==> config.mk <==
export PLATFORM = sky130hd
export DESIGN_NAME = rcv
export DESIGN_NICKNAME = d
export VERILOG_FILES = /design/src/rtl/rcv.sv
export SDC_FILE = /design/constraint.sdc
export NUM_CORES = 1
export LEC_CHECK = 0
export CAP_MARGIN = 20
export CORE_UTILIZATION = 65
export CTS_BUF_LIST = sky130_fd_sc_hd__clkbuf_16
export DETAILED_ROUTE_END_ITERATION = 7
export GPL_TIMING_DRIVEN = 1
export PLACE_DENSITY_LB_ADDON = 0.08
export SLEW_MARGIN = 40
export SYNTH_ARGS = -nofsm -noshare
export SYNTH_HDL_FRONTEND = slang
export SYNTH_SLANG_ARGS = --single-unit
==> constraint.sdc <==
create_clock -name clk -period 7.8 [get_ports clk]
set_input_delay 1.95 -clock clk [delete_from_list [all_inputs] [get_ports clk]]
set_output_delay 1.95 -clock clk [all_outputs]
set_load 0.05 [all_outputs]
==> src/rtl/rcv.sv <==
// rcv: 8N1 serial line receiver.
// Samples an idle-high asynchronous line through a two-flop synchroniser,
// times the start/data/stop bits with a down-counter, and presents each
// received byte in a holding register with a full/read handshake plus
// sticky framing-error and overrun flags.
module rcv #(
  parameter int BIT_CLOCKS  = 25000,          // clock cycles per bit
  parameter int HALF_CLOCKS = BIT_CLOCKS / 2  // start edge to start-bit sample
) (
  input  logic       clk,
  input  logic       reset,          // asynchronous, active low
  input  logic       serial_in,
  input  logic       read,
  output logic       full,
  output logic [7:0] parallel_out,
  output logic       framing_error,
  output logic       overrun
);

  localparam logic [31:0] BIT_LOAD  = 32'(BIT_CLOCKS);
  localparam logic [31:0] HALF_LOAD = 32'(HALF_CLOCKS);

  typedef enum logic [2:0] {
    IDLE  = 3'd0,
    START = 3'd1,
    DATA  = 3'd2,
    STOP  = 3'd3,
    BREAK = 3'd4
  } state_t;

  state_t      state_reg, state_next;
  logic [1:0]  sync_reg;
  logic        rx_s;
  logic [31:0] count_reg;
  logic [2:0]  bit_cnt_reg;
  logic [7:0]  shift_reg;
  logic        full_reg, full_next;
  logic [7:0]  data_reg, data_next;
  logic        fe_reg, fe_next;
  logic        ovr_reg, ovr_next;

  // FSM control strobes
  logic count_zero;
  logic load_half;
  logic load_bit;
  logic count_dec;
  logic clr_bits;
  logic shift_en;
  logic byte_ok;
  logic byte_bad;

  assign rx_s       = sync_reg[1];
  assign count_zero = (count_reg == 32'd0);

  // Two-flop synchroniser; idle-high so reset loads ones.
  always_ff @(posedge clk or negedge reset) begin
    if (!reset) begin
      sync_reg <= 2'b11;
    end else begin
      sync_reg <= {sync_reg[0], serial_in};
    end
  end

  // FSM state register.
  always_ff @(posedge clk or negedge reset) begin
    if (!reset) begin
      state_reg <= IDLE;
    end else begin
      state_reg <= state_next;
    end
  end

  // Next-state logic: bit-time decisions only on the cycle the counter hits zero.
  always_comb begin
    state_next = state_reg;
    case (state_reg)
      IDLE: begin
        if (!rx_s) state_next = START;
      end
      START: begin
        if (count_zero) state_next = rx_s ? IDLE : DATA;
      end
      DATA: begin
        if (count_zero && (bit_cnt_reg == 3'd7)) state_next = STOP;
      end
      STOP: begin
        if (count_zero) state_next = rx_s ? IDLE : BREAK;
      end
      BREAK: begin
        // A held-low line stays here so it only ever reports one framing error.
        if (rx_s) state_next = IDLE;
      end
      default: state_next = IDLE;
    endcase
  end

  // Output logic: datapath strobes decoded from state, line and counter.
  always_comb begin
    load_half = 1'b0;
    load_bit  = 1'b0;
    count_dec = 1'b0;
    clr_bits  = 1'b0;
    shift_en  = 1'b0;
    byte_ok   = 1'b0;
    byte_bad  = 1'b0;
    case (state_reg)
      IDLE: begin
        if (!rx_s) load_half = 1'b1;
      end
      START: begin
        if (!count_zero) begin
          count_dec = 1'b1;
        end else if (!rx_s) begin
          load_bit = 1'b1;
          clr_bits = 1'b1;
        end
      end
      DATA: begin
        if (!count_zero) begin
          count_dec = 1'b1;
        end else begin
          shift_en = 1'b1;
          load_bit = 1'b1;
        end
      end
      STOP: begin
        if (!count_zero) begin
          count_dec = 1'b1;
        end else if (rx_s) begin
          byte_ok = 1'b1;
        end else begin
          byte_bad = 1'b1;
        end
      end
      default: ;
    endcase
  end

  // Bit-time down-counter.
  always_ff @(posedge clk or negedge reset) begin
    if (!reset) begin
      count_reg <= 32'd0;
    end else if (load_half) begin
      count_reg <= HALF_LOAD;
    end else if (load_bit) begin
      count_reg <= BIT_LOAD;
    end else if (count_dec) begin
      count_reg <= count_reg - 32'd1;
    end
  end

  // Bit counter: wraps from 7 on the last data bit.
  always_ff @(posedge clk or negedge reset) begin
    if (!reset) begin
      bit_cnt_reg <= 3'd0;
    end else if (clr_bits) begin
      bit_cnt_reg <= 3'd0;
    end else if (shift_en) begin
      bit_cnt_reg <= bit_cnt_reg + 3'd1;
    end
  end

  // Shift register filled from the MSB side so the first (LSB) bit ends at bit 0.
  always_ff @(posedge clk or negedge reset) begin
    if (!reset) begin
      shift_reg <= 8'h00;
    end else if (shift_en) begin
      shift_reg <= {rx_s, shift_reg[7:1]};
    end
  end

  // Holding register and flags: read clears first, a same-cycle completion overrides.
  always_comb begin
    full_next = full_reg;
    data_next = data_reg;
    fe_next   = fe_reg;
    ovr_next  = ovr_reg;
    if (read) begin
      full_next = 1'b0;
      fe_next   = 1'b0;
      ovr_next  = 1'b0;
    end
    if (byte_ok) begin
      data_next = shift_reg;
      full_next = 1'b1;
      // An unread byte being overwritten is an overrun unless it is being taken now.
      if (full_reg && !read) ovr_next = 1'b1;
    end
    if (byte_bad) begin
      fe_next = 1'b1;
    end
  end

  // Holding register and flag storage.
  always_ff @(posedge clk or negedge reset) begin
    if (!reset) begin
      full_reg <= 1'b0;
      data_reg <= 8'h00;
      fe_reg   <= 1'b0;
      ovr_reg  <= 1'b0;
    end else begin
      full_reg <= full_next;
      data_reg <= data_next;
      fe_reg   <= fe_next;
      ovr_reg  <= ovr_next;
    end
  end

  assign full          = full_reg;
  assign parallel_out  = data_reg;
  assign framing_error = fe_reg;
  assign overrun       = ovr_reg;

endmodule

Word-level counts from Yosys, hierarchy flattened
Cells that the tools add are included.
- reduce and logical (&&, ||, !) cells: 11
- add/sub/neg operators: 2
- multiplexer cells: 32
- equality and inequality tests: 10
- operators with widths (kind ; number):
    $mux W32 ; 3
    $logic_not A32 Y1 ; 1
    $sub A32 B1 Y32 const B ; 1
    $mux W3 ; 8
    $mux W1 ; 18
    $pmux W3 S5 ; 1
    $ne A2 B2 Y1 const B ; 5
    $eq A3 B2 Y1 const B ; 2
    $eq A3 B3 Y1 const B ; 2
    $reduce_bool A2 Y1 ; 3
    $reduce_and A5 Y1 ; 1
    $add A3 B1 Y3 const B ; 1
    $eq A3 B1 Y1 const B ; 1
    $logic_not A3 Y1 ; 1
    $reduce_bool A3 Y1 ; 1
    $reduce_or A3 Y1 ; 1
    $logic_and A1 B1 Y1 ; 2
    $mux W2 ; 1
    $pmux W1 S2 ; 1
    $logic_not A1 Y1 ; 1
- input port bits: 4
- output and inout bits: 11
- bits in registers: 59
- logic and storage cells: 64

Longest topological paths before layout
- depth in word-level cells: 6
- gate-level depth with buffers: 9
- depth with buffers taken out: 7

Worst setup path before layout
No wires, ideal clock.
- kind: reg-to-reg
- start: register count_reg[7]
- end: register shift_reg[1]
- library setup time: 0.128 ns
- arrival time: 2.576 ns
- path buffers: 1
- setup slack: 5.097 ns
- data required time: 7.672 ns
- stages on the path, launching flop included: 7
- period minus slack after synthesis: 2.703 ns
- cell sequence: dfrtp_1 or4_4 or4_4 or3_1 nor3_2 buf_4 mux2_1
- word-level cells in the longest chain between the ends: 3
- ends and longest elaborated chain (what ; RTL line ; RTL):
    from (decl) ; 34 ; logic [31:0] count_reg;
    from (signal assigned) ; 148 ; count_reg <= count_reg - 32'd1;
    $logic_not A32 Y1 ; 53 ; assign count_zero = (count_reg == 32'd0);
    $mux W1 ; 119 ; if (!count_zero) begin
    $mux W1 ; 106 ; case (state_reg)
    to (signal assigned) ; 168 ; shift_reg <= {rx_s, shift_reg[7:1]};
    to (decl) ; 36 ; logic [7:0] shift_reg;
No other way between the ends.
A chain may end at the register's enable or synchronous reset.

Worst setup path in the final report
- start: register full_reg (netlist: full)
- end: output full
- RTL lines (what ; RTL line ; RTL):
    from (decl) ; 37 ; logic full_reg, full_next;
    from (signal assigned) ; 202 ; full_reg <= full_next;
    to (decl) ; 14 ; output logic full,
No word-level cell between the ends.

==> flow_metrics.env <==
export IMPL_post_cts_buffers=0
export IMPL_finalMaxSlewViolations=0
export IMPL_cts_made_buffers=9
export IMPL_yosysSeqAreaShare_pct=45.7
export IMPL_overflow=0
export IMPL_use_met3_pct=8.33
export IMPL_max_freq_mhz=290
export IMPL_vias_per_cell=6.72
export IMPL_final_cell_mix="dfrtp_1, a21oi_1, nand3_1"
export IMPL_holdBufCountCts=0
export IMPL_required_ns=5.85
export IMPL_syn_inst=323
export IMPL_dp_hpwl_um=4870
export IMPL_yosysTopAreaCell="dfrtp_1"
export IMPL_synth_fp_nets=330
export IMPL_dpl_cell_count=387
export IMPL_slew_headroom_pct=52.3
export IMPL_max_vdd_ir_drop_v=0.000166
export IMPL_hold_viol_final=0
export IMPL_synthFlopType="dfrtp_1"
export IMPL_layout_cells_non_filler=403
export IMPL_num_vias=2708
export IMPL_synth_distinct_cells=52
export IMPL_grtUsageMet2_pct=47.6
export IMPL_largest_reg_flops=32
export IMPL_antenna_left=0
export IMPL_clockBufferDepth=2
export IMPL_fin_crit_ns=3.44
export IMPL_drt_first_iter_violations=268
export IMPL_first_pass_iters=4
export IMPL_ios=15
export IMPL_nets=338
export IMPL_grtUsageTotal_pct=31.7
export IMPL_insertion_delay_ns=0.33
export IMPL_wirelength_um=7500
export IMPL_synth_top_cell_area_share_pct=44.1
export IMPL_diodes=0
export IMPL_die_w_um=72.5
export IMPL_fin_skew_ns=0.00376
export IMPL_yosys_warnings=0
export IMPL_syn_area_um2=3230
export IMPL_cp_start_kind="register"
export IMPL_synth_avg_cell_area_um2=10.0
export IMPL_htreeDepth=3
export IMPL_cap_violations=0
export IMPL_worst_slew_pin_slew_ns=0.716
export IMPL_cp_slowest_stage_delay_ns=0.81
export IMPL_critical_path_class="reg2out"
export IMPL_die_area_um2=5260
export IMPL_setup_viol=0
export IMPL_wl_per_cell_um=18.6
export IMPL_pwr_density_cell_nw_per_um2=180
export IMPL_grt_pass1_vias=2498
export IMPL_status="finished clean"
export IMPL_crit_family="buffers and inverters"
export IMPL_async_flop_share_pct=100
export IMPL_grt_busiest_layer="met2"
export IMPL_ctsResizeCount=0
export IMPL_cp_num_buf_inv=1
export IMPL_grt_max_degree=60
export IMPL_gp_congestion=1.00
export IMPL_cts_num_sinks=59
export IMPL_cts_tree="yes"
export IMPL_grt_pass1_wl_um=12400
export IMPL_crit_path_top_delay_cell="clkdlybuf4s50_1"
export IMPL_hold_class="reg2reg"
export IMPL_synth_seq_cells=59
export IMPL_die_h_um=72.5
export IMPL_finalCritPeriodShare_pct=44.1
export IMPL_arrival_ns=1.49
export IMPL_num_rows=25
export IMPL_path_cells="clkdlybuf4s50_1"
export IMPL_grt_use_met1_pct=45.5
export IMPL_drcViolationCount=0
export IMPL_antenna_found_initial=0
export IMPL_areaGrowthSynthToFinish_pct=13.4
export IMPL_core_um2=4750
export IMPL_layout_commonest_cell="dfrtp_1"
export IMPL_rsz0062_at_grt="false"
export IMPL_synth_area_leaders="dfrtp_1, a21oi_1, nand3_1"
export IMPL_end_kind="output port"
export IMPL_cts_root_buf="clkbuf_16"
export IMPL_initial_utilization_pct=68.0
export IMPL_final_layout_size_suffix_gt1_share_pct=12.8
export IMPL_p_leak_nw=1.63
export IMPL_path_clk_slew_ns=0.05
export IMPL_io_buffers=14
export IMPL_cp_max_fo=3
export IMPL_synth_edf_count=0
export IMPL_timing_setup_tns_ns=0
[area by class of cell]
class                           count  area [µm²]
Inverter                            9        33.8
Multi-Input combinational cell    236        1660
Clock inverter                      7        36.3
Fill cell                         350        1090
Clock buffer                        9         225
Timing Repair Buffer               16         150
Sequential cell                    59        1480
Tap cell                           67        83.8
[logic make-up after synthesis]
logic type	Yosys count	share of synthesized area, %
AND/OR/NAND/NOR	135	25.1
AO/OA/AOI/OAI	73	15.9
flip-flops	59	45.7
buffers and inverters	28	3.75
multiplexers	25	8.40
adder cells (fa/ha/maj)	3	1.16
[power by group]
group          total, mW  internal [mW]  switching, mW
registers          0.308          0.308       0.000691
logic             0.0107        0.00253        0.00820
clock network      0.342          0.209          0.132
[cells in the mapped netlist (all sizes together) (2+ instances only)]
library cell  instances
and2                  2
a21o                  5
a211oi                3
nor4                 13
a311oi                3
nand2                16
nand3                24
inv                   9
o22ai                 3
nor2                 14
a21oi                24
dfstp                 2
or4                  15
o2bb2ai               2
ha                    3
a31oi                 3
mux2                 17
and3                  2
a2111oi               4
nand2b                5
buf                   4
or2                   5
nor3                 11
or3                   9
o41ai                 2
dfrtp                57
nand3b                8
nand4                 4
o22a                  2
and4                  4
clkbuf               15
mux2i                 8
a21bo                 2
o31ai                11
[final timing paths]
kind | startpoint | to | depth (start not counted) | slack [ns]
max | full | full | 1 | 4.36
min | sync_reg[0] | sync_reg[1] | 0 | 0.36
max reg2reg | count_reg[7] | shift_reg[6] | 5 | 4.75
min reg2reg | sync_reg[0] | sync_reg[1] | 0 | 0.36
max in group asynchronous | reset | count_reg[3] | 2 | 5.57
min in group asynchronous | reset | parallel_out[2] | 2 | 1.76
[metrics by stage]
stage	setup WS (ns)	utilization, %	total power [mW]	hold slack [ns]	cell area [µm²]
finish	4.36	77.1	0.661	0.358	3660
detailed placement	4.61	71.3	0.324	0.351	3390
global placement	4.71	71.1	0.324	0.346	3380
CTS	4.36	76.8	0.662	0.358	3650
floorplan	5.10	-	0.316	0.345	3230
global route	4.32	77.1	0.678	0.365	3660
[per-layer routing]
metal	part of all wire (%)	routed length [µm]
met1	45	3380
met2	46	3470
met3	7.2	536
met4	1.5	114
met5	0	0
No activity file was read; power rests on OpenSTA's default activity.
